===== src/rtl/press_timer.sv =====
// press_timer: per-channel button synchroniser, debouncer and press-duration
// timer. Each finished press duration is held until the game logic acks it.
module press_timer #(
  parameter int N_CH     = 2,
  parameter int TIME_W   = 4,
  parameter int TICK_DIV = 4,
  parameter int DEB_CYC  = 3
) (
  input  logic                     clk,
  input  logic                     rst,
  input  logic [N_CH-1:0]          btn,
  output logic [N_CH-1:0]          is_pressing,
  output logic [N_CH*TIME_W-1:0]   press_time,
  output logic [N_CH-1:0]          press_sat,
  output logic [N_CH-1:0]          release_valid,
  output logic [N_CH*TIME_W-1:0]   release_time,
  input  logic [N_CH-1:0]          release_ack
);

  localparam int DEB_W = (DEB_CYC > 1) ? $clog2(DEB_CYC) : 1;
  localparam int SUB_W = (TICK_DIV > 1) ? $clog2(TICK_DIV) : 1;

  localparam logic [DEB_W-1:0]  DEB_MAX  = DEB_W'(DEB_CYC - 1);
  localparam logic [SUB_W-1:0]  SUB_MAX  = SUB_W'(TICK_DIV - 1);
  localparam logic [TIME_W-1:0] TIME_MAX = {TIME_W{1'b1}};

  typedef enum logic [1:0] {
    IDLE     = 2'd0,
    PRESSING = 2'd1,
    DONE     = 2'd2
  } state_e;

  for (genvar ch = 0; ch < N_CH; ch++) begin : g_ch
    logic              sync1_q, sync2_q;
    logic [DEB_W-1:0]  deb_cnt_q, deb_cnt_d;
    logic              deb_q, deb_d, deb_prev_q;
    logic              rise, fall;
    state_e            state_q, state_d;
    logic [SUB_W-1:0]  sub_q, sub_d;
    logic [TIME_W-1:0] time_q, time_d;
    logic [TIME_W-1:0] rel_q, rel_d;
    logic              sat_q, sat_d;

    // Debounce: count disagreeing samples, toggle the level after DEB_CYC of them.
    // NOTE: every combinational output gets a default first so no latch is inferred.
    always_comb begin
      deb_cnt_d = '0;
      deb_d     = deb_q;
      if (sync2_q != deb_q) begin
        if (deb_cnt_q == DEB_MAX) begin
          deb_d = ~deb_q;
        end else begin
          deb_cnt_d = deb_cnt_q + 1'b1;
        end
      end
    end

    // Synchroniser, debounce counter/level and edge-detect history.
    // NOTE: sequential state uses non-blocking assignments so every flop updates together.
    always_ff @(posedge clk or negedge rst) begin
      if (!rst) begin
        sync1_q    <= 1'b0;
        sync2_q    <= 1'b0;
        deb_cnt_q  <= '0;
        deb_q      <= 1'b0;
        deb_prev_q <= 1'b0;
      end else begin
        sync1_q    <= btn[ch];
        sync2_q    <= sync1_q;
        deb_cnt_q  <= deb_cnt_d;
        deb_q      <= deb_d;
        deb_prev_q <= deb_q;
      end
    end

    assign rise = deb_q & ~deb_prev_q;
    assign fall = ~deb_q & deb_prev_q;

    // Press FSM next state: start on rise, tick while held, capture on fall.
    always_comb begin
      state_d = state_q;
      sub_d   = sub_q;
      time_d  = time_q;
      sat_d   = sat_q;
      rel_d   = rel_q;
      unique case (state_q)
        IDLE: begin
          if (rise) begin
            state_d = PRESSING;
            sub_d   = '0;
            time_d  = '0;
            sat_d   = 1'b0;
          end
        end
        PRESSING: begin
          if (sub_q == SUB_MAX) begin
            sub_d = '0;
            if (time_q != TIME_MAX) time_d = time_q + 1'b1;
          end else begin
            sub_d = sub_q + 1'b1;
          end
          if (time_d == TIME_MAX) sat_d = 1'b1;
          // The capture includes a tick landing on the same edge as the fall.
          if (fall) begin
            state_d = DONE;
            rel_d   = time_d;
          end
        end
        DONE: begin
          // Rises seen here are dropped; the result waits for its ack.
          if (release_ack[ch]) state_d = IDLE;
        end
        default: state_d = IDLE;
      endcase
    end

    // Press FSM registers.
    always_ff @(posedge clk or negedge rst) begin
      if (!rst) begin
        state_q <= IDLE;
        sub_q   <= '0;
        time_q  <= '0;
        sat_q   <= 1'b0;
        rel_q   <= '0;
      end else begin
        state_q <= state_d;
        sub_q   <= sub_d;
        time_q  <= time_d;
        sat_q   <= sat_d;
        rel_q   <= rel_d;
      end
    end

    assign is_pressing[ch]                    = (state_q == PRESSING);
    assign release_valid[ch]                  = (state_q == DONE);
    assign press_sat[ch]                      = sat_q;
    assign press_time[ch*TIME_W +: TIME_W]    = time_q;
    assign release_time[ch*TIME_W +: TIME_W]  = rel_q;
  end

endmodule

===== config.mk =====
export PLATFORM = sky130hd
export DESIGN_NAME = press_timer
export DESIGN_NICKNAME = d
export VERILOG_FILES = /design/src/rtl/press_timer.sv
export SDC_FILE = /design/constraint.sdc
export NUM_CORES = 1
export LEC_CHECK = 0
export ABC_CLOCK_PERIOD_IN_PS = 2500
export CORE_AREA = 2 2 57 59
export DETAILED_ROUTE_END_ITERATION = 6
export DIE_AREA = 0 0 59 61
export DONT_BUFFER_PORTS = 1
export GPL_ROUTABILITY_DRIVEN = 1
export PLACE_DENSITY = 0.74
export SYNTH_ARGS = -nofsm -noshare
export SYNTH_HDL_FRONTEND = slang
export SYNTH_SLANG_ARGS = --single-unit

===== constraint.sdc =====
create_clock -name clk -period 2.5 [get_ports clk]
set_input_delay 0.25 -clock clk [delete_from_list [all_inputs] [get_ports clk]]
set_output_delay 0.25 -clock clk [all_outputs]
set_load 0.02 [all_outputs]

Word-level counts from Yosys, hierarchy flattened
Cells that the tools add are included.
{"block": "classes", "bitwise_logic": 8, "div_mod_pow": 0, "order_cmp": 0, "addsub": 6, "shifts": 0, "reduce_logical": 14, "mul": 0, "muxes": 34, "eq_ne": 22}
{"operator": "$mux 4", "count": 8}
{"operator": "$mux 2", "count": 14}
{"operator": "$pmux 4 s2", "count": 2}
{"operator": "$eq 2x2->1 const B", "count": 6}
{"operator": "$ne 2x1->1 const B", "count": 6}
{"operator": "$pmux 2 s3", "count": 2}
{"operator": "$reduce_and 2->1", "count": 6}
{"operator": "$reduce_and 3->1", "count": 4}
{"operator": "$add 2x1->2 const B", "count": 4}
{"operator": "$add 4x1->4 const B", "count": 2}
{"operator": "$eq 4x4->1 const B", "count": 2}
{"operator": "$ne 4x4->1 const B", "count": 2}
{"operator": "$pmux 2 s2", "count": 2}
{"operator": "$and 1x1->1", "count": 4}
{"operator": "$eq 2x1->1 const B", "count": 2}
{"operator": "$logic_not 2->1", "count": 2}
{"operator": "$mux 1", "count": 4}
{"operator": "$ne 2x2->1 const B", "count": 2}
{"operator": "$not 1->1", "count": 4}
{"operator": "$pmux 1 s2", "count": 2}
{"operator": "$reduce_bool 2->1", "count": 2}
{"operator": "$ne 1x1->1", "count": 2}
{"block": "totals", "output_inout_bits": 22, "inputBits": 6, "ram_bits": 0, "mem_bits_ro": 0, "reg_bits": 38, "elab_cells": 104, "latchBits": 0, "memories": 0}

Depth between registers and ports, before layout
Gate-level depths: netlist of the first run.
{"block": "logic_depth", "ltp_word": 7, "depth_mapped": 6, "mapped_depth_nobuf": 5}

Worst setup path before layout of the first run
Ideal clock, no wire load.
{"block": "synth_timing", "kind": "register -> register", "start": "reg g_ch[1].time_q[0]", "end": "reg g_ch[1].sat_q", "path_stages_with_launch": 6, "arrival_time_ns": 1.534, "period_less_slack_ns": 1.621, "required_ns": 2.413, "slack_ns": 0.879, "setup_ns": 0.087, "path_buffers": 0, "path_cell_list": "dfrtp_1 -> ha_1 -> a21boi_2 -> xnor2_1 -> o41a_1 -> a211oi_2"}
{"block": "synth_via", "elab_chain_cells": 7, "word_cells_on_any_way": 8, "cone_classes": "1 x add/sub; 3 x eq/ne; 3 x mux; 1 x reduce/logical"}
{"item": "start, declared", "line": "40", "source": "logic [TIME_W-1:0] time_q, time_d;"}
{"item": "start signal, assigned", "line": "128", "source": "time_q <= time_d;"}
{"item": "$add 4x1->4 or $ne 4x4->1 (tied branches)", "line": "98", "source": "if (time_q != TIME_MAX) time_d = time_q + 1'b1;"}
{"item": "$mux 4", "line": "98"}
{"item": "$mux 4 (*)", "line": "96", "source": "if (sub_q == SUB_MAX) begin"}
{"item": "$mux 4 (*)", "line": "86", "source": "unique case (state_q)"}
{"item": "$eq 4x4->1 (*)", "line": "102", "source": "if (time_d == TIME_MAX) sat_d = 1'b1;"}
{"item": "$ne 2x1->1 (no source line) (*)"}
{"item": "$reduce_and 3->1 (no source line) (*)"}
{"item": "end signal, assigned", "line": "129", "source": "sat_q <= sat_d;"}
{"item": "end, declared", "line": "42", "source": "logic sat_q, sat_d;"}
Every way passes the cells marked *; elsewhere a longest branch is shown, timed or not. The select of a mux whose other input is x is not followed.
A chain may end at the register's enable or synchronous reset.

Final worst setup path of the first run
{"block": "layout_timing", "start": "reg g_ch[1].time_q[0]", "end": "reg g_ch[1].time_q[1]"}
{"block": "layout_via", "elab_chain_cells": 5, "word_cells_on_any_way": 6, "cone_classes": "1 x add/sub; 1 x eq/ne; 4 x mux"}
{"item": "$add 4x1->4 or $ne 4x4->1 (tied branches)", "line": "98"}
{"item": "$mux 4 (*)", "line": "98"}
{"item": "$mux 4 (*)", "line": "96"}
{"item": "$mux 4 (*)", "line": "86"}
{"item": "$pmux 4 s2 (*)", "line": "86"}
Marks and branches as above.

==> out/metrics.cfg, run 1 <==
[cts]
cts_made_buffers=5
cts_tree=done
cts-root-buf=clkbuf_4
cts-resized-gates=0
cts_setup_buffers=0
clkLatencyLatePin_ns=0.34
cts_sinks=38
clkTransAtPathRegs_ns=0.11
htreeDepth=2
cts_max_path_buffers=2

[route]
drc=0
wl_per_cell_um=15.2
wl_um=3020
via_per_inst=6.10
wl_met2_um=1540
wl_met3_um=181
antenna_left=0
dr.pass1.iters=4
highest_layer=met4
via_count=1213
wl_met1_um=1250
drt_iter0_drc=60

[sta]
final_max_slew_viol_count=0
period_share=0.737
worst_pin_slew_ns=0.576
finalHoldViolCount=0
rsz0062_at_grt=no
timing.setup.tns_ns=0
min_period_ns=1.84
fmax_mhz=543
setup_viol=0
fin_skew_ns=0.0133
slew_headroom=0.615

[place]
hpwl_um=2070
io_buffers=0
dp_cells=186
finalWeightedCongestion=0.817

[logic_synthesis]
synth-main-ff-cell=dfrtp_1
seq_area_frac_synth=0.551
avgSynthCellArea_um2=10.7
synth_edf_count=0
ys_ff_latch=38
synthesis.nets=172
yosysWarnings=0
async_flop_share=1.00
syn-cell-area_um2=1730
synth_cell_type_count=40
postSynthCellCount=162

[die]
initial_core_util=0.585
placementRows=20
fp.dieH_um=61
die_area_um2=3600
core_area_um2=2950
num_io_pins=28
die_x_um=59

[finish]
fillers=235
syn2layout_area_growth_pct=5.80
multi_input_area_um2=686
final_cells=199
seq_area_um2=951
diodes=0
nets=176
drive_above_1_share=0.0904

[worst_setup_path]
cp_slowest_cell=dfrtp_1
worstPathCellList=ha_1 -> nand3_1 -> nand2_1 -> mux2i_1 -> o21ai_0
r2r_cells=5
cp-start-kind=flip-flop
cpLargestDelayFamily=flip-flops
timing_worst_setup_path_type=reg -> reg
cp.required_ns=2.73
crit_fanout=7
crit_path_end_kind=flip-flop
crit_buf_inv=0
crit_cells=5
cpPeakStageDelay_ns=0.60
cp.arrival_ns=2.07

[worst_hold_path]
hold-path-cell-count=0
hold_class=reg -> reg

[global_routing]
grt_start_max_net_pins=39
track_usage=0.192
first_global_vias=1174
grt_pass1_wl_um=5070
antenna_found_initial=0
overflow=0

[pwr]
power-per-cell-area_nw_per_um2=1080
ir_worst_vdd_v=0.000477
p_leak_uw=0.000830

[run_status]
status=complete, no violations

[run]
maxCapViolCount=0

-- layout make-up --
class | count | share of cell area
tap | 33 | 0.0226
inverter | 9 | 0.0185
timing repair buffer | 6 | 0.0384
sequential | 38 | 0.521
multi-input combinational | 106 | 0.375
clock buffer | 7 | 0.0247
-- power breakdown --
group          switching, uW  leakage (uW)  internal, uW
registers                213      0.000496           778
clock network            186     0.0000254           106
logic                    408      0.000308           285
total                    806      0.000830          1170
-- registers in the layout, indices dropped and copies added (netlist names) --
name	count
g_ch.rel_q	8
g_ch.time_q	8
g_ch.deb_cnt_q	4
g_ch.state_q	4
g_ch.sub_q	4
g_ch.deb_prev_q	2
g_ch.deb_q	2
g_ch.sat_q	2
g_ch.sync1_q	2
g_ch.sync2_q	2
-- metal layers --
layer,vias up,GRT usage
li1,571,-
met1,606,0.209
met2,31,0.340
met3,5,0.0725
met4,0,0.0779
met5,-,0
-- through the flow --
stage                util  total power [uW]  setup slack (ns)  hold slack [ns]  instance area (um2)
finish              0.619              1970             0.657            0.355                 1830
floorplan               -              1560             0.879          -0.0456                 1730
global placement    0.580              1630             0.817          -0.0446                 1710
detailed placement  0.580              1680             0.710          -0.0447                 1710
CTS                 0.619              2000             0.700            0.344                 1830
global route        0.619              2120             0.526            0.364                 1830
-- cell families (layout without fill, tap and decap cells) --
| kind of cell | count (synthesis) | count (layout) | synth area share |
|---|---|---|---|
| simple gates | 49 | 49 | 0.141 |
| compound gates | 42 | 42 | 0.165 |
| flops | 38 | 38 | 0.551 |
| buf+inv | 18 | 22 | 0.0522 |
| xor+xnor | 6 | 6 | 0.0304 |
| mux | 5 | 5 | 0.0312 |
| fa+ha+maj | 4 | 4 | 0.0290 |
-- cells in the final DEF, fill, tap and decap left out, types with 3 or more instances in the layout --
cell type	instances
dfrtp_1	38
nand2_1	18
o21ai_0	12
inv_1	9
nor2_1	8
a21oi_1	6
o21ai_1	5
clkbuf_4	5
dlygate4sd3_1	5
nand2b_1	4
nand3_1	4
ha_1	4
xnor2_1	3
nor3_1	3
nand4_1	3
mux2_2	3
nor2b_1	3
xor2_1	3
a22o_1	3
-- timing repair --
item / in CTS / in global routing
hold endpoints to repair: 42 / 0
endpoints found under the setup margin: 0 / 0
hold buffers: 6 / 0
-- path summary, 6_finish.rpt --
path | start | to | slack [ns]
worst max register to register | g_ch[1].time_q[0] | g_ch[1].time_q[1] | 0.66
worst min register to register | g_ch[0].sync1_q | g_ch[0].sync2_q | 0.35
max in group asynchronous | rst | g_ch[1].sync2_q | 1.94
worst max-delay path | g_ch[1].time_q[0] | g_ch[1].time_q[1] | 0.66
worst min-delay path | g_ch[0].sync1_q | g_ch[0].sync2_q | 0.35
min in group asynchronous | rst | g_ch[1].time_q[0] | 0.36
-- cell usage after synthesis, types with 3 or more instances --
cell / n / area (um2)
o21ai_0: 12 / 60.1
xnor2_1: 3 / 26.3
o21ai_1: 5 / 25.0
mux2_2: 3 / 33.8
a21oi_1: 6 / 30.0
nand4_1: 3 / 18.8
ha_1: 4 / 50.1
a22o_1: 3 / 26.3
xor2_1: 3 / 26.3
nand3_1: 4 / 20.0
nand2_1: 18 / 67.6
nand2b_1: 4 / 25.0
nor2b_1: 3 / 18.8
buf_2: 3 / 15.0
nor2_1: 8 / 30.0
nor3_1: 3 / 15.0
dfrtp_1: 38 / 951
buf_4: 5 / 37.5
inv_1: 9 / 33.8
Power figures use the tool's default switching activity.
==> inputs of run 2 (changes only) <==
==> config.mk (replaced) <==
export PLATFORM = sky130hd
export DESIGN_NAME = press_timer
export DESIGN_NICKNAME = d
export VERILOG_FILES = /design/src/rtl/press_timer.sv
export SDC_FILE = /design/constraint.sdc
export NUM_CORES = 1
export LEC_CHECK = 0
export ABC_CLOCK_PERIOD_IN_PS = 1530
export CORE_AREA = 2 2 60 62
export DETAILED_ROUTE_END_ITERATION = 6
export DIE_AREA = 0 0 62 64
export DONT_BUFFER_PORTS = 1
export GPL_ROUTABILITY_DRIVEN = 1
export PLACE_DENSITY = 0.7
export SYNTH_ARGS = -nofsm -noshare
export SYNTH_HDL_FRONTEND = slang
export SYNTH_SLANG_ARGS = --single-unit
==> constraint.sdc (replaced) <==
create_clock -name clk -period 1.53 [get_ports clk]
set_input_delay 0.153 -clock clk [delete_from_list [all_inputs] [get_ports clk]]
set_output_delay 0.153 -clock clk [all_outputs]
set_load 0.02 [all_outputs]
==> run 2 against run 1 <==
Cell area is 9.0% higher. Sequential share of layout area down 4.1 points. Sequential power is 56% higher. Worst hold slack lost 0.082 ns. Highest routed layer unchanged. Clock power increased by 64%. Count of clock-buffer cells in the layout is 1 higher. Die area increased by 10%. Core utilization down 1.3 points. Cell count grew 15%. Critical path type unchanged.
==> out/metrics.cfg, run 2 (synthesized netlist as in run 1, its figures left out) <==
[global_routing]
antenna_found_initial=0
first_global_vias=1229
track_usage=0.175
grt_pass1_wl_um=5200
grt_start_max_net_pins=39
overflow=0

[sta]
finalHoldViolCount=0
fmax_mhz=657
finalWorstSetupSlack_ns=0.00868
slew_headroom=0.631
timing.setup.tns_ns=0
fin_skew_ns=0.0168
min_period_ns=1.52
period_share=0.994
setup_viol=0
worst_pin_slew_ns=0.553
final_max_slew_viol_count=0
rsz0062_at_grt=yes

[route]
antenna_left=0
via_per_inst=5.42
wl_per_cell_um=13.9
dr.pass1.iters=4
drc=0
via_count=1236
wl_um=3160
drt_iter0_drc=83

[place]
io_buffers=0
dp_cells=211
placed_area_um2=1830
finalWeightedCongestion=0.883
hpwl_um=2190
pre_cts_slack_ns=0.0395

[run_status]
status=complete, no violations

[worst_setup_path]
cp-start-kind=flip-flop
crit_path_end_kind=flip-flop
cp.required_ns=1.80
r2r_start=g_ch[1].sub_q[0]
cp.arrival_ns=1.79
critPathLaunch=g_ch[1].sub_q[0]
worstPathCellList=ha_4 -> a21boi_2 -> xnor2_1 -> o41a_1 -> a211oi_2
timing_worst_setup_path_type=reg -> reg
cpPeakStageDelay_ns=0.43
r2r_cells=5
rr_endpoint=g_ch[1].sat_q
endpoint=g_ch[1].sat_q
crit_fanout=5
r2r_slack_ns=0.009
cp_slowest_cell=dfrtp_1

[worst_hold_path]
hold_class=in -> async

[pwr]
ir_worst_vdd_v=0.000831
p_leak_uw=0.000888
power-per-cell-area_nw_per_um2=1760

[finish]
final_common_cell=dfrtp_1
final_area_um2=1990
final_cells=228
post-route-util=0.606
nets=191
reg_top3=g_ch.rel_q: 8 flops, g_ch.time_q: 8 flops
diodes=0
drive_above_1_share=0.214
final_cell_mix=dfrtp_1 (35), nand2_1 (17), buf_4 (15)
syn2layout_area_growth_pct=15.3

[run]
maxCapViolCount=0

[die]
core_area_um2=3280
die_area_um2=3970
placementRows=21
initial_core_util=0.526
die_x_um=62
fp.dieH_um=64
num_io_pins=28

[cts]
cts_sinks=38
clkLatencyLatePin_ns=0.34
cts_made_buffers=5
cts_max_path_buffers=2
cts_tree=done
clkTransAtPathRegs_ns=0.11
cts-root-buf=clkbuf_4
htreeDepth=2

[run 2: cell count changes in the layout (fill, tap and decap cells not counted), moves of 2 or more]
cell,delta
ha_1,-3
dfrtp_2,+3
buf_4,+15
ha_2,+2
dfrtp_1,-3
[run 2: timing repair]
action	in CTS	in global routing
pin swaps	0	1
setup buffers	1	2
resized for setup	0	5
endpoints found under the hold margin	42	0
setup endpoints to repair	1	5
hold buffers	6	0
cloned	0	0
[run 2: layout make-up]
type | count | area (um2)
Inverter | 9 | 37.5
Multi-Input combinational cell | 106 | 709
Sequential cell | 38 | 955
Timing Repair Buffer | 21 | 183
Clock buffer | 8 | 48.8
Tap cell | 46 | 57.6
Fill cell | 276 | 1290
[run 2: worst min-delay path by stage]
stage | from | to | slack [ns] | depth (start not counted)
finish | rst | g_ch[1].rel_q[2] | 0.27 | 2
global route | rst | g_ch[1].rel_q[2] | 0.27 | 2
CTS | rst | g_ch[1].time_q[2] | 0.26 | 2
detailed placement | rst | g_ch[0].time_q[1] | -0.14 | 0
global placement | rst | g_ch[0].time_q[1] | -0.14 | 0
floorplan | rst | g_ch[0].deb_cnt_q[0] | -0.14 | 0
[run 2: layer usage]
metal | GRT usage | vias up | part of all wire
met5 | 0 | - | 0
met2 | 0.268 | 36 | 0.50
li1 | - | 597 | -
met1 | 0.225 | 599 | 0.43
met4 | 0.0798 | 0 | 0.011
met3 | 0.0506 | 4 | 0.053
[run 2: worst max-delay path, delay by kind of cell, from the launching register on]
| family | cells | cell delay [ns] |
|---|---|---|
| AO/OA/AOI/OAI | 3 | 0.68 |
| flip-flops | 1 | 0.43 |
| adder cells (fa/ha/maj) | 1 | 0.20 |
| XOR/XNOR | 1 | 0.14 |
[run 2: where the power goes]
part           total (uW)  leakage, uW  internal [uW]  switching, uW
registers            1540     0.000492           1280            260
clock network         479    0.0000265            183            295
logic                1480     0.000370            655            826
[run 2: per-stage QoR]
step | power, uW | hold WS, ns
floorplan | 2560 | -0.143
global placement | 2820 | -0.142
detailed placement | 2890 | -0.142
CTS | 3430 | 0.264
global route | 3750 | 0.271
finish | 3500 | 0.273
==> inputs of run 3 (changes only) <==
--- a/config.mk
+++ b/config.mk
@@ -6,9 +6,9 @@
 export NUM_CORES = 1
 export LEC_CHECK = 0
 export ABC_CLOCK_PERIOD_IN_PS = 1530
-export CORE_AREA = 2 2 60 62
+export CORE_AREA = 3 3 61 63
 export DETAILED_ROUTE_END_ITERATION = 6
-export DIE_AREA = 0 0 62 64
+export DIE_AREA = 0 0 64 66
 export DONT_BUFFER_PORTS = 1
 export GPL_ROUTABILITY_DRIVEN = 1
 export PLACE_DENSITY = 0.7
==> run 3 against run 2 <==
Worst hold slack got worse by 0.029 ns. Critical path depth stayed put. Die area increased by 6.5%. Sequential power hardly changed. Largest power group unchanged.
==> out/metrics.cfg, run 3 (synthesized netlist as in run 1, its figures left out) <==
[sta]
fin_skew_ns=0.0178
holdWs_ns=0.244
final_max_slew_viol_count=0
finalHoldViolCount=0
rsz0062_at_grt=no
fmax_mhz=690
timing.setup.tns_ns=0
min_period_ns=1.45
period_share=0.947
worst_pin_slew_ns=0.360
slew_headroom=0.760
setup_viol=0

[finish]
fillers=263
syn2layout_area_growth_pct=17.5
post-route-util=0.618
drive_above_1_share=0.220
final_cell_mix=dfrtp_1 (35), nand2_1 (17), buf_4 (14)
nets=191
reg_top3=g_ch.rel_q: 8 flops, g_ch.time_q: 8 flops
diodes=0
final_common_cell=dfrtp_1
final_area_um2=2030

[run_status]
status=complete, no violations

[pwr]
power_uw=3730
ir_worst_vdd_v=0.000972
power-per-cell-area_nw_per_um2=1840
p_leak_uw=0.000910

[worst_setup_path]
cp_slowest_cell=dfrtp_1
timing_worst_setup_path_type=reg -> reg
crit_path_end_kind=flip-flop
worstPathCellList=ha_4 -> a21boi_2 -> xnor2_1 -> o41a_1 -> a211oi_2
cp.arrival_ns=1.72
cpPeakStageDelay_ns=0.45
critPathLaunch=g_ch[1].sub_q[0]
crit_fanout=3
r2r_start=g_ch[1].sub_q[0]
cp.required_ns=1.80
cp-start-kind=flip-flop

[die]
die_area_um2=4220
initial_core_util=0.526
placementRows=21
die_x_um=64
num_io_pins=28
core_area_um2=3280
fp.dieH_um=66

[route]
via_per_inst=5.44
antenna_left=0
wl_per_cell_um=13.9
drc=0
via_count=1241
wl_um=3180
drt_iter0_drc=77
dr.pass1.iters=4

[place]
placed_area_um2=1830
io_buffers=0
finalWeightedCongestion=0.876
hpwl_um=2230

[cts]
cts_made_buffers=5
cts-root-buf=clkbuf_4
cts_tree=done
clkTransAtPathRegs_ns=0.12
cts_max_path_buffers=2
htreeDepth=2
clkLatencyLatePin_ns=0.35
cts_sinks=38

[global_routing]
antenna_found_initial=0
first_global_vias=1206
track_usage=0.168
overflow=0
grt_pass1_wl_um=5380
grt_start_max_net_pins=39

[run]
maxCapViolCount=0

[worst_hold_path]
hold_class=in -> async

run 3: cell types whose count changed in the layout (fill, tap and decap cells not counted), sizes merged:
cell	change
clkbuf	-1
bufinv	+1
run 3: final cells by class:
cell class                 count  area, um2  area share
tap                           46       57.6      0.0284
timing repair buffer          21        186      0.0919
clock inverter                 1       30.0      0.0148
sequential                    38        955       0.471
clock buffer                   7       55.1      0.0271
multi-input combinational    106        707       0.349
inverter                       9       37.5      0.0185
run 3: path summary, 6_finish.rpt:
check                                    end  slack [ns]  cells past startpoint
hold / removal              g_ch[1].rel_q[0]        0.24                      2
setup reg to reg               g_ch[1].sat_q        0.08                      5
hold reg to reg              g_ch[0].sync2_q        0.36                      0
max in group asynchronous  g_ch[0].time_q[1]        1.07                      2
setup / recovery               g_ch[1].sat_q        0.08                      5
min in group clk             g_ch[0].sync2_q        0.36                      0
run 3: per-stage QoR:
stage	setup WS, ns	std cells
floorplan	-0.00488	162
detailed placement	0.0620	212
global placement	0.0998	212
finish	0.0810	228
CTS	0.0324	226
global route	0.000817	228
run 3: routing by layer:
metal	share of wire	global-route usage	up-vias
met5	0	0	-
met4	0.0066	0.0674	0
met3	0.053	0.0680	2
met2	0.48	0.263	24
met1	0.46	0.206	618
li1	-	-	597
run 3: report_power, final:
part           internal [uW]  total (uW)  switching [uW]  leakage, uW
Combinational            664        1490             824     0.000373
Sequential              1280        1540             262     0.000492
Clock                    390         702             312    0.0000455
run 3: worst max-delay path, delay by kind of cell (launching register included):
family	cells	cell delay [ns]
AO/OA/AOI/OAI	3	0.62
flip-flops	1	0.45
adder cells (fa/ha/maj)	1	0.18
XOR/XNOR	1	0.13
run 3: timing repair:
action | CTS | global route
hold buffers | 6 | 0
setup buffers | 0 | 2
endpoints found under the setup margin | 0 | 4
gates resized for setup | 0 | 5
endpoints found under the hold margin | 42 | 0
==> variant: new RTL, config.mk and constraints of run 3 <==
Reset style: synchronous (`rst`), changed in 2 clocked blocks.
--- a/src/rtl/press_timer.sv
+++ b/src/rtl/press_timer.sv
@@ -57,7 +57,7 @@
 
     // Synchroniser, debounce counter/level and edge-detect history.
     // NOTE: sequential state uses non-blocking assignments so every flop updates together.
-    always_ff @(posedge clk or negedge rst) begin
+    always_ff @(posedge clk) begin
       if (!rst) begin
         sync1_q    <= 1'b0;
         sync2_q    <= 1'b0;
@@ -115,7 +115,7 @@
     end
 
     // Press FSM registers.
-    always_ff @(posedge clk or negedge rst) begin
+    always_ff @(posedge clk) begin
       if (!rst) begin
         state_q <= IDLE;
         sub_q   <= '0;
Check against the original RTL: differs if rst is asserted again (counterexample within 10 cycles, from zero or initial values and one cycle with rst low); with rst held inactive, the same outputs for 10 cycles.
==> variant against run 3 <==
  * The flow now finishes with violations (negative setup slack)
  * Wire length is 11% higher
  * Critical path depth stayed put
  * Area after synthesis is 2.9% lower
  * Final area is 0.92% higher
  * Sequential cell count stayed put
  * Worst setup slack worse by 0.19 ns
Power is not compared: it rests on default switching activity, and its combinational part moved more than twofold at a synthesized area within 25%.
==> variant: results (changes against run 3) <==
status finished with violations; violated checks negative setup slack; Layout Area Growth over Synthesis 22.09%; vias per cell 5.271 (-3.2%); Nets 223 (+17%); main area contributors after synthesis dfxtp_1 45%, nor2_1 5.6%, ha_1 4.5%; setup TNS -0.1072 ns (-0.1072 ns); Tot GR Track Use 0.1871 (+0.01911); number of global-route vias before repair 1393 (+16%); placed cell area 1903 um^2 (+3.8%); layout cells sized above 1 0.2358 (+0.01607); GR Layer Usage met2 0.3329 (+0.06968); wire length on met1 1504 um (+1.8%); total nets after synthesis 193 (+12%); Slowest-stage cell, CP or4_4; met2 wire length 1762 um (+16%); global routing usage on met3 0.07313 (+0.005102); slowest cell delay on critical path 0.41 ns (-0.04 ns); Pwr Total 1588 uW; gpl congestion 0.8046 (-8.2%); synth unique cells 43 (+7.5%); worst-margin pin slew 0.4618 ns (+0.1013 ns); DRT iter0 DRCs 94 (+22%); sequential-to-total area share from yosys stat 0.4537 (-0.09699); Synth Area in Adders 0.04478 (+0.01579); Fillers 281 (+6.8%); pre-CTS worst setup slack -0.1470 ns (-0.2090 ns); final setup margin -0.1072 ns (-0.1882 ns); largest net degree at the start of global routing 14 (-64%); synth cell count leaders 38 x dfxtp_1, 25 x nor2_1, 10 x inv_1; final setup fails 1 (+1)
==> variant: cell count changes after synthesis, moves of 5 or more <==
cell / run 3 / this run
a22oi_1: 1 / 6
and2_1: 0 / 9
dfrtp_1: 38 / 0
dfxtp_1: 0 / 38
mux2i_1: 2 / 7
nand2_1: 18 / 4
nor2_1: 8 / 25
o21ai_0: 12 / 4
o21ai_1: 5 / 0
==> variant: metrics by stage <==
| stage | cells | hold WS, ns |
|---|---|---|
| global route | 258 | 0.005846 |
| floorplan | 181 | 0.2803 |
| CTS | 258 | 0.0006654 |
| detailed placement | 245 | 0.2798 |
| finish | 258 | 0.01480 |
| global placement | 245 | 0.2784 |
==> variant: timing repair <==
action                                  CTS  global route
endpoints found under the hold margin    12             0
endpoints found under the setup margin    1             4
gates resized for setup                   3             5
hold buffers                              5             0
==> variant: final cells by class <==
class	instances	area share
timing repair buffer	30	0.1161
clock inverter	1	0.002445
sequential	38	0.3778
clock buffer	7	0.02689
tap	46	0.02812
multi-input combinational	125	0.4285
inverter	11	0.02017
